===== src/rtl/triangle_scan_ctrl_if.sv =====
// rtl/triangle_scan_ctrl_if.sv - point/pixel handshake bundle for the triangle scan controller
//
// Purpose: groups the two handshakes leaving the scan controller.
//   tp_*  : point request to the triangle test unit (req held until ack).
//   pix_* : inside-pixel stream to the downstream sink (valid held until ready).
// Modports:
//   master : scan controller side (drives tp_x/tp_y/tp_req, pix_x/pix_y/pix_valid)
//   slave  : triangle unit + pixel sink side (drives tp_ack/tp_inside, pix_ready)
// Parameters: XW x coordinate width, YW y coordinate width.

interface triangle_scan_ctrl_if #(
  parameter int XW = 11,
  parameter int YW = 10
);
  logic [XW-1:0] tp_x;
  logic [YW-1:0] tp_y;
  logic          tp_req;
  logic          tp_ack;
  logic          tp_inside;
  logic [XW-1:0] pix_x;
  logic [YW-1:0] pix_y;
  logic          pix_valid;
  logic          pix_ready;

  modport master (
    output tp_x, tp_y, tp_req, pix_x, pix_y, pix_valid,
    input  tp_ack, tp_inside, pix_ready
  );

  modport slave (
    input  tp_x, tp_y, tp_req, pix_x, pix_y, pix_valid,
    output tp_ack, tp_inside, pix_ready
  );
endinterface


===== src/rtl/triangle_scan_ctrl.sv =====
// rtl/triangle_scan_ctrl.sv - bounding-box raster sequencer for the point-in-triangle unit
//
// Purpose: latches three vertices on set, computes their bounding box, walks
// every pixel of the box in raster order issuing each point to the triangle
// unit, forwards pixels reported inside to the sink and counts them.
// Optional feature macro: TRI_DEGEN_SKIP_EN (zero-area triangles skip the scan).
// Ports:
//   clk, reset        : clock, synchronous active-high reset
//   set               : start strobe, honoured only in IDLE
//   ax/ay bx/by cx/cy : vertex coordinates, sampled in the set cycle
//   bus (master)      : tp_* point handshake and pix_* inside-pixel stream
//   busy              : high in every state except IDLE
//   done              : one-cycle pulse at end of scan
//   count             : inside pixels of the current/last scan

module triangle_scan_ctrl #(
  parameter int XW = 11,
  parameter int YW = 10,
  parameter int CW = 22
) (
  input  logic          clk,
  input  logic          reset,
  input  logic          set,
  input  logic [XW-1:0] ax,
  input  logic [YW-1:0] ay,
  input  logic [XW-1:0] bx,
  input  logic [YW-1:0] by,
  input  logic [XW-1:0] cx,
  input  logic [YW-1:0] cy,
  triangle_scan_ctrl_if.master bus,
  output logic          busy,
  output logic          done,
  output logic [CW-1:0] count
);

  typedef enum logic [2:0] {
    S_IDLE  = 3'd0,
    S_BBOX  = 3'd1,
    S_ISSUE = 3'd2,
    S_WAIT  = 3'd3,
    S_EMIT  = 3'd4,
    S_NEXT  = 3'd5,
    S_DONE  = 3'd6
  } state_t;

  localparam logic [XW-1:0] X_ONE = XW'(1);
  localparam logic [YW-1:0] Y_ONE = YW'(1);
  localparam logic [CW-1:0] C_ONE = CW'(1);

  state_t        state_q, state_d;
  logic [XW-1:0] ax_q, ax_d, bx_q, bx_d, cx_q, cx_d;
  logic [YW-1:0] ay_q, ay_d, by_q, by_d, cy_q, cy_d;
  logic [XW-1:0] xmin_q, xmin_d, xmax_q, xmax_d;
  logic [YW-1:0] ymin_q, ymin_d, ymax_q, ymax_d;
  logic [XW-1:0] cur_x_q, cur_x_d;
  logic [YW-1:0] cur_y_q, cur_y_d;
  logic [XW-1:0] pix_x_q, pix_x_d;
  logic [YW-1:0] pix_y_q, pix_y_d;
  logic [CW-1:0] count_q, count_d;

  // Bounding box of the registered vertices, consumed in BBOX.
  logic [XW-1:0] bb_xmin, bb_xmax;
  logic [YW-1:0] bb_ymin, bb_ymax;

  function automatic logic [XW-1:0] min3_x(input logic [XW-1:0] a, b, c);
    logic [XW-1:0] m;
    m = (a < b) ? a : b;
    return (m < c) ? m : c;
  endfunction

  function automatic logic [XW-1:0] max3_x(input logic [XW-1:0] a, b, c);
    logic [XW-1:0] m;
    m = (a > b) ? a : b;
    return (m > c) ? m : c;
  endfunction

  function automatic logic [YW-1:0] min3_y(input logic [YW-1:0] a, b, c);
    logic [YW-1:0] m;
    m = (a < b) ? a : b;
    return (m < c) ? m : c;
  endfunction

  function automatic logic [YW-1:0] max3_y(input logic [YW-1:0] a, b, c);
    logic [YW-1:0] m;
    m = (a > b) ? a : b;
    return (m > c) ? m : c;
  endfunction

  always_comb begin
    bb_xmin = min3_x(ax_q, bx_q, cx_q);
    bb_xmax = max3_x(ax_q, bx_q, cx_q);
    bb_ymin = min3_y(ay_q, by_q, cy_q);
    bb_ymax = max3_y(ay_q, by_q, cy_q);
  end

`ifdef TRI_DEGEN_SKIP_EN
  // Twice the signed triangle area. Coordinates are zero-extended into a
  // signed word wide enough that neither product nor difference overflows.
  localparam int AW = XW + YW + 3;
  logic signed [AW-1:0] ax_s, ay_s, bx_s, by_s, cx_s, cy_s;
  logic signed [AW-1:0] area;
  logic                 degen;

  always_comb begin
    ax_s  = signed'({{(AW-XW){1'b0}}, ax_q});
    bx_s  = signed'({{(AW-XW){1'b0}}, bx_q});
    cx_s  = signed'({{(AW-XW){1'b0}}, cx_q});
    ay_s  = signed'({{(AW-YW){1'b0}}, ay_q});
    by_s  = signed'({{(AW-YW){1'b0}}, by_q});
    cy_s  = signed'({{(AW-YW){1'b0}}, cy_q});
    area  = (bx_s - ax_s) * (cy_s - ay_s) - (by_s - ay_s) * (cx_s - ax_s);
    degen = (area == '0);
  end
`else
  logic degen;
  assign degen = 1'b0;
`endif

  always_comb begin
    state_d = state_q;
    ax_d    = ax_q;
    ay_d    = ay_q;
    bx_d    = bx_q;
    by_d    = by_q;
    cx_d    = cx_q;
    cy_d    = cy_q;
    xmin_d  = xmin_q;
    xmax_d  = xmax_q;
    ymin_d  = ymin_q;
    ymax_d  = ymax_q;
    cur_x_d = cur_x_q;
    cur_y_d = cur_y_q;
    pix_x_d = pix_x_q;
    pix_y_d = pix_y_q;
    count_d = count_q;

    case (state_q)
      S_IDLE: begin
        if (set) begin
          ax_d    = ax;
          ay_d    = ay;
          bx_d    = bx;
          by_d    = by;
          cx_d    = cx;
          cy_d    = cy;
          count_d = '0;
          state_d = S_BBOX;
        end
      end

      S_BBOX: begin
        xmin_d  = bb_xmin;
        xmax_d  = bb_xmax;
        ymin_d  = bb_ymin;
        ymax_d  = bb_ymax;
        cur_x_d = bb_xmin;
        cur_y_d = bb_ymin;
        state_d = degen ? S_DONE : S_ISSUE;
      end

      // ISSUE is the first request cycle; a zero-wait unit may ack here, so
      // it shares the ack handling with WAIT.
      S_ISSUE, S_WAIT: begin
        if (bus.tp_ack) begin
          if (bus.tp_inside) begin
            count_d = count_q + C_ONE;
            pix_x_d = cur_x_q;
            pix_y_d = cur_y_q;
            state_d = S_EMIT;
          end else begin
            state_d = S_NEXT;
          end
        end else begin
          state_d = S_WAIT;
        end
      end

      S_EMIT: begin
        if (bus.pix_ready) begin
          state_d = S_NEXT;
        end
      end

      // Compare against the box edge before stepping so the walk never
      // increments past xmax/ymax (no wrap at the screen edge).
      S_NEXT: begin
        state_d = S_ISSUE;
        if (cur_x_q == xmax_q) begin
          if (cur_y_q == ymax_q) begin
            state_d = S_DONE;
          end else begin
            cur_x_d = xmin_q;
            cur_y_d = cur_y_q + Y_ONE;
          end
        end else begin
          cur_x_d = cur_x_q + X_ONE;
        end
      end

      S_DONE: begin
        state_d = S_IDLE;
      end

      default: begin
        state_d = S_IDLE;
      end
    endcase
  end

  always_ff @(posedge clk) begin
    if (reset) begin
      state_q <= S_IDLE;
      ax_q    <= '0;
      ay_q    <= '0;
      bx_q    <= '0;
      by_q    <= '0;
      cx_q    <= '0;
      cy_q    <= '0;
      xmin_q  <= '0;
      xmax_q  <= '0;
      ymin_q  <= '0;
      ymax_q  <= '0;
      cur_x_q <= '0;
      cur_y_q <= '0;
      pix_x_q <= '0;
      pix_y_q <= '0;
      count_q <= '0;
    end else begin
      state_q <= state_d;
      ax_q    <= ax_d;
      ay_q    <= ay_d;
      bx_q    <= bx_d;
      by_q    <= by_d;
      cx_q    <= cx_d;
      cy_q    <= cy_d;
      xmin_q  <= xmin_d;
      xmax_q  <= xmax_d;
      ymin_q  <= ymin_d;
      ymax_q  <= ymax_d;
      cur_x_q <= cur_x_d;
      cur_y_q <= cur_y_d;
      pix_x_q <= pix_x_d;
      pix_y_q <= pix_y_d;
      count_q <= count_d;
    end
  end

  // Outputs are decodes of registered state; the point on offer is always
  // the current raster position, which only moves in BBOX and NEXT.
  assign bus.tp_x      = cur_x_q;
  assign bus.tp_y      = cur_y_q;
  assign bus.tp_req    = (state_q == S_ISSUE) || (state_q == S_WAIT);
  assign bus.pix_x     = pix_x_q;
  assign bus.pix_y     = pix_y_q;
  assign bus.pix_valid = (state_q == S_EMIT);
  assign busy          = (state_q != S_IDLE);
  assign done          = (state_q == S_DONE);
  assign count         = count_q;

endmodule

===== src/flat_wrapper.sv =====
// flat-port wrapper written by rule: the top's interface ports become plain ports
module triangle_scan_ctrl_flat 
#(
  parameter int XW = 11,
  parameter int YW = 10,
  parameter int CW = 22
)
  (clk, reset, set, ax, ay, bx, by, cx, cy, busy, done, count, bus_tp_x, bus_tp_y, bus_tp_req, bus_pix_x, bus_pix_y, bus_pix_valid, bus_tp_ack, bus_tp_inside, bus_pix_ready);
  triangle_scan_ctrl_if #(.XW(XW), .YW(YW)) bus_i ();
  input  logic clk;
  input  logic reset;
  input  logic set;
  input  logic [XW-1:0] ax;
  input  logic [YW-1:0] ay;
  input  logic [XW-1:0] bx;
  input  logic [YW-1:0] by;
  input  logic [XW-1:0] cx;
  input  logic [YW-1:0] cy;
  output logic busy;
  output logic done;
  output logic [CW-1:0] count;
  output wire logic [$bits(bus_i.tp_x)-1:0] bus_tp_x;
  output wire logic [$bits(bus_i.tp_y)-1:0] bus_tp_y;
  output wire logic [$bits(bus_i.tp_req)-1:0] bus_tp_req;
  output wire logic [$bits(bus_i.pix_x)-1:0] bus_pix_x;
  output wire logic [$bits(bus_i.pix_y)-1:0] bus_pix_y;
  output wire logic [$bits(bus_i.pix_valid)-1:0] bus_pix_valid;
  input wire logic [$bits(bus_i.tp_ack)-1:0] bus_tp_ack;
  input wire logic [$bits(bus_i.tp_inside)-1:0] bus_tp_inside;
  input wire logic [$bits(bus_i.pix_ready)-1:0] bus_pix_ready;
  assign bus_tp_x = bus_i.tp_x;
  assign bus_tp_y = bus_i.tp_y;
  assign bus_tp_req = bus_i.tp_req;
  assign bus_pix_x = bus_i.pix_x;
  assign bus_pix_y = bus_i.pix_y;
  assign bus_pix_valid = bus_i.pix_valid;
  assign bus_i.tp_ack = bus_tp_ack;
  assign bus_i.tp_inside = bus_tp_inside;
  assign bus_i.pix_ready = bus_pix_ready;
  triangle_scan_ctrl #(.XW(XW), .YW(YW), .CW(CW)) u_core (.clk(clk), .reset(reset), .set(set), .ax(ax), .ay(ay), .bx(bx), .by(by), .cx(cx), .cy(cy), .bus(bus_i), .busy(busy), .done(done), .count(count));
endmodule

===== config.mk =====
export PLATFORM = sky130hd
export DESIGN_NAME = triangle_scan_ctrl_flat
export DESIGN_NICKNAME = d
export VERILOG_FILES = /design/src/rtl/triangle_scan_ctrl_if.sv /design/src/rtl/triangle_scan_ctrl.sv /design/src/flat_wrapper.sv
export SDC_FILE = /design/constraint.sdc
export NUM_CORES = 1
export LEC_CHECK = 0
export ABC_CLOCK_PERIOD_IN_PS = 4400
export BUFFER_PORTS_ARGS = -buffer_cell sky130_fd_sc_hd__buf_2
export CAP_MARGIN = 40
export CORE_MARGIN = 2
export CORE_UTILIZATION = 58
export CTS_CLUSTER_DIAMETER = 40
export CTS_CLUSTER_SIZE = 20
export DETAILED_ROUTE_END_ITERATION = 12
export HOLD_SLACK_MARGIN = 0.15
export PLACE_DENSITY = 0.78
export SLEW_MARGIN = 5
export SYNTH_ARGS = -nofsm -noshare
export SYNTH_HDL_FRONTEND = slang
export SYNTH_SLANG_ARGS = --single-unit

===== constraint.sdc =====
create_clock -name clk -period 4.4 [get_ports clk]
set_input_delay 0.22 -clock clk [delete_from_list [all_inputs] [get_ports clk]]
set_output_delay 0.22 -clock clk [all_outputs]
set_load 0.01 [all_outputs]

After elaboration in Yosys (flattened, before gate mapping). Cells that the tools add are included.

Output and inout bits: 68. Register bits: 162. Logic and storage cells: 78.

Magnitude comparators: 8. Reductions and logical operators: 12. Equal/unequal tests: 15. Add/sub/neg operators: 3. Multiplexer cells: 25.

Operators with widths (number): $mux 11 (6); $mux 22 (3); $mux 10 (6); $pmux 22 s2 (1); $add 22x1->22 const B (1); $gt 11x11->1 (2); $lt 11x11->1 (2); $pmux 11 s2 (1); $gt 10x10->1 (2); $lt 10x10->1 (2); $pmux 10 s2 (1); $mux 3 (5); $pmux 3 s5 (1); $add 11x1->11 const B (1); $eq 11x11->1 (1); $add 10x1->10 const B (1); $eq 10x10->1 (1); $eq 3x3->1 const B (3); $ne 2x2->1 const B (4); $eq 3x2->1 const B (2); $reduce_and 2->1 (3); $reduce_and 3->1 (2); $ne 2x1->1 const B (2); $reduce_and 4->1 (1); other kinds (8) (9).

Longest topological paths before layout.
Depth after elaboration: 5. Mapped depth: 17.

Least setup slack after synthesis. No wires, ideal clock.

Path kind: reg2reg. Start: register u_core.by_q[4]. End: register u_core.cur_y_q[9] (netlist: u_core.bus.tp_y[9]). Library setup time: 0.074 ns. Setup slack: 0.658 ns. Arrival: 3.668 ns. Buffers on the path: 1. Clock period less this slack: 3.742 ns. Stages on the path, launching flop included: 17. Cells stage by stage: dfxtp_1 -> inv_1 -> ha_1 -> and4_4 -> o21a_1 -> o31a_1 -> nor2_1 -> buf_2 -> mux2_2 -> ha_1 -> a21o_1 -> a21o_1 -> a221oi_1 -> nand2_1 -> nor2_1 -> nand3_1 -> a31oi_1.

Cells in the longest elaborated chain, start to end: 5.

Ends and longest elaborated chain: from (decl) (line triangle_scan_ctrl.sv:52) `logic [YW-1:0] ay_q, ay_d, by_q, by_d, cy_q, cy_d;`; from (signal assigned) (line triangle_scan_ctrl.sv:233) `by_q <= by_d;`; $lt 10x10->1 (line triangle_scan_ctrl.sv:79) `m = (a < b) ? a : b;`; $mux 10 (*) (line triangle_scan_ctrl.sv:79); $lt 10x10->1 (line triangle_scan_ctrl.sv:80) `return (m < c) ? m : c;`; $mux 10 (*) (line triangle_scan_ctrl.sv:80); $pmux 10 s2 (*) (line triangle_scan_ctrl.sv:137) `case (state_q)`; to (signal assigned) (line triangle_scan_ctrl.sv:241) `cur_y_q <= cur_y_d;`; to (decl) (line triangle_scan_ctrl.sv:56) `logic [YW-1:0] cur_y_q, cur_y_d;`.

Mark *: on every way between the ends. The rest lies on a longest branch, timed or not. A chain may end at the register's enable or synchronous reset.

Worst setup path in the final report.
Start: register u_core.bx_q[10]. End: register u_core.xmin_q[3].

Cells in the longest elaborated chain, start to end: 4.

Ends and longest elaborated chain: from (decl) (line triangle_scan_ctrl.sv:51) `logic [XW-1:0] ax_q, ax_d, bx_q, bx_d, cx_q, cx_d;`; from (signal assigned) (line triangle_scan_ctrl.sv:215) `bx_q <= '0;`; from (signal assigned) (line triangle_scan_ctrl.sv:232) `bx_q <= bx_d;`; $lt 11x11->1 (line triangle_scan_ctrl.sv:67) `m = (a < b) ? a : b;`; $mux 11 (*) (line triangle_scan_ctrl.sv:67); $lt 11x11->1 (line triangle_scan_ctrl.sv:68) `return (m < c) ? m : c;`; $mux 11 (*) (line triangle_scan_ctrl.sv:68); to (signal assigned) (line triangle_scan_ctrl.sv:236) `xmin_q <= xmin_d;`; to (decl) (line triangle_scan_ctrl.sv:53) `logic [XW-1:0] xmin_q, xmin_d, xmax_q, xmax_d;`.

Marked as above.

==> metrics.md <==
| Metric | Value |
|---|---|
| P&R area growth vs syn | `22.3%` |
| Die Span Y | `130 um` |
| Longest Clk Path Bufs | `2` |
| Cells resized by post-CTS repair | `0` |
| CP Capture Type | `register` |
| R2R cell count | `17` |
| Final Hold Fails | `0` |
| Status | `finished clean` |
| Max-Cap Viols | `0` |
| Setup crit start kind | `register` |
| Setup violators final | `0` |
| Ant diodes | `0` |
| Root buf cell | `clkbuf_16` |
| Critical Path AT | `4360 ps` |
| Post-route clock period utilization | `0.923` |
| Synth top area share | `0.352` |
| DRC | `0` |
| Max Clk Rate | `246 MHz` |
| Ranking of synthesized cells by area | `dfxtp_1, nand2_1, ha_1, a21oi_1, mux2_2` |
| Fillers | `1,270` |
| Routed WL | `25.6 mm` |
| Routed Antenna Nets | `0` |
| Fin. max-slew vios | `0` |
| Initial Util | `0.587` |
| First-pass GRT wire length | `41.0 mm` |
| Setup crit end | `u_core.xmin_q[3]` |
| Seq/Total Area, Yosys | `0.352` |
| DRT Pass-1 Iters | `7` |
| Ports | `137` |
| Slew HR | `0.444` |
| Site row count | `46` |
| Power Dens Cells | `467 nW/um2` |
| Clk slew on worst S/H paths | `70 ps` |
| Area occupied by multi-input gates | `5500 um2` |
| I/O Buffers | `136` |
| WL met3 | `1.96 mm` |
| Register bit total from synthesis | `162` |
| Max VDD drop | `0.000328 V` |
| Cell area after synthesis | `9230 um2` |
| Worst slew pin tran | `832 ps` |
| Via count | `8,986` |
| Proportion of layout cells with a drive suffix above 1 | `0.174` |
| GRT overflow | `0` |
| Worst Hold Class | `in -> reg` |
| # clock sinks | `162` |
| Post-synth EDFFs | `0` |
| Skew final | `11.1 ps` |
| Reg2reg start | `u_core.bx_q[10]` |
| Leakage power total | `4.69 nW` |
| Full die area | `16,900 um2` |
| CP required | `4700 ps` |
| Gr usage total | `0.302` |
| GPL Wtd Cong | `0.939` |
| Period minus WS final | `4060 ps` |
| Met1 wire length | `11.8 mm` |
| HPWL Detailed | `17.4 mm` |
| Async set-reset flop share out of synthesis | `0` |
| Synth area leader | `dfxtp_1` |
| Synth Warn # | `0` |
| Cell count after synthesis | `1,150` |
| Reg2reg setup slack | `340 ps` |
| CP startpoint | `u_core.bx_q[10]` |
| Syn nets | `1,283` |
| Crit Path Category | `reg -> reg` |
| Worst R2R End | `u_core.xmin_q[3]` |
| Reg area | `3240 um2` |
| Clock Latency Late Sink | `440 ps` |
| Via/cell ratio | `5.82` |
| Initial antenna violation count | `0` |
| # nets final | `1,449` |
| Vias in the first global route | `8,233` |
| Largest net degree at the start of global routing | `88` |
| Post-synth cell types | `66` |
| CTS HTree Levels | `4` |
| Setup repair after global routing missed its margin | `no` |
| Post-Route Utilization | `0.718` |
| Setup_tns | `0 ps` |
| Metal2 WL | `11.5 mm` |
| CTS Buf Count | `17` |
| Ys flop type | `dfxtp_1` |
| CTS tree | `done` |
| DR iter-0 viols | `728` |
| Core ar. | `15,700 um2` |
| Post-synth top cells | `nand2_1, dfxtp_1, a21oi_1, ha_1, nor2_1` |
| Count leader, synth | `nand2_1` |
| CP max FO | `21` |
| Highest metal used | `met4` |
| Die width | `130 um` |
| Syn Area/Cell | `8.02 um2` |
| Routed len/inst | `16.6 um` |
what timing repair did:
action | in CTS | in global routing
buffers inserted | 0 | 0
hold endpoints to repair | 65 | 0
hold buffers | 64 | 0
state kept, by name, summed over array words and instances, names as in the netlist, 11 cells and up:
| signal | flops |
|---|---|
| u_core.bx_q | 11 |
| u_core.cx_q | 11 |
| u_core.xmax_q | 11 |
| u_core.ax_q | 11 |
| u_core.count | 22 |
| u_core.xmin_q | 11 |
| u_core.bus.pix_x | 11 |
| u_core.bus.tp_x | 11 |
worst max-delay path, cell delays in order (launching register included):
cell and delay [ps]:
dfxtp_1 340, inv_1 60, ha_1 330, a21oi_1 200, o21ai_1 170, o31ai_2 380, buf_4 300, nand2_1 70
o21ai_0 180, ha_1 330, nand4_1 130, nor2_1 90, a221oi_1 410, and2_1 240, o31ai_1 90, buf_4 220
mux2i_1 250, o22ai_1 110
cell usage in the layout, fill, tap and decap left out, drive strengths merged, types with 4 or more instances in the layout:
master,instances
and2,4
nor2,51
nand2b,4
o211ai,18
and3,10
xor2,32
nand3,46
buf,153
o22ai,19
a31oi,21
and4,8
nand2,231
dfxtp,162
or3,6
o31ai,4
a21o,10
nand4,21
ha,64
o21a,5
a21oi,125
o2111ai,11
clkbuf,18
nor4,6
nor3,12
xnor2,14
nor2b,7
mux2i,25
clkinv,5
dlygate4sd3,64
mux2,30
o21ai,40
a2111oi,9
inv,53
logic make-up (layout without fill, tap and decap cells):
| group | after synthesis | after routing | synth area share |
|---|---|---|---|
| adder cells (fa/ha/maj) | 64 | 64 | 0.0868 |
| AND/OR/NAND/NOR | 416 | 416 | 0.205 |
| XOR/XNOR | 46 | 46 | 0.0437 |
| buffers and inverters | 118 | 297 | 0.0534 |
| AO/OA/AOI/OAI | 289 | 289 | 0.196 |
| multiplexers | 55 | 55 | 0.0637 |
| flip-flops | 162 | 162 | 0.352 |
metrics by stage:
step	cell area [um2]	instances	power (mW)	worst slack (ps)	hold slack [ps]
after floorplan	9230	1150	3.19	658	356
after CTS	11300	1545	5.23	405	168
final	11300	1545	5.27	340	187
after detailed placement	10000	1449	3.67	422	447
after global placement	9990	1447	3.63	535	440
after global routing	11300	1545	5.54	122	208
routing by layer:
metal | GRT usage | vias to the layer above
li1 | - | 4435
met1 | 0.429 | 4142
met2 | 0.476 | 375
met3 | 0.0537 | 34
met4 | 0.0829 | 0
met5 | 0 | -
where the power goes:
group / total, mW / leakage [nW] / switching (mW) / internal, mW
Sequential: 1.73 / 1.32 / 0.153 / 1.58
Combinational: 2.00 / 3.08 / 1.20 / 0.804
Clock: 1.53 / 0.293 / 0.660 / 0.869
Total: 5.27 / 4.69 / 2.01 / 3.25
area by class of cell:
class | count | share of cell area
Clock buffer | 18 | 0.0389
Clock inverter | 14 | 0.0153
Inverter | 48 | 0.0160
Multi-Input combinational cell | 870 | 0.488
Sequential cell | 162 | 0.287
Tap cell | 216 | 0.0240
Timing Repair Buffer | 217 | 0.131
how the worst min path moves through the flow:
| stage | from | endpoint | slack, ps | depth (start not counted) |
|---|---|---|---|---|
| after floorplan | bx[10] | u_core.bx_q[10] | 360 | 2 |
| after global placement | u_core.bus.pix_y[7] | u_core.bus.pix_y[7] | 440 | 2 |
| after detailed placement | u_core.bus.pix_y[0] | u_core.bus.pix_y[0] | 450 | 2 |
| after CTS | set | u_core.state_q[1] | 170 | 3 |
| after global routing | set | u_core.state_q[1] | 210 | 3 |
| final | bus_tp_inside | u_core.state_q[0] | 190 | 4 |
Power figures use the tool's default switching activity.
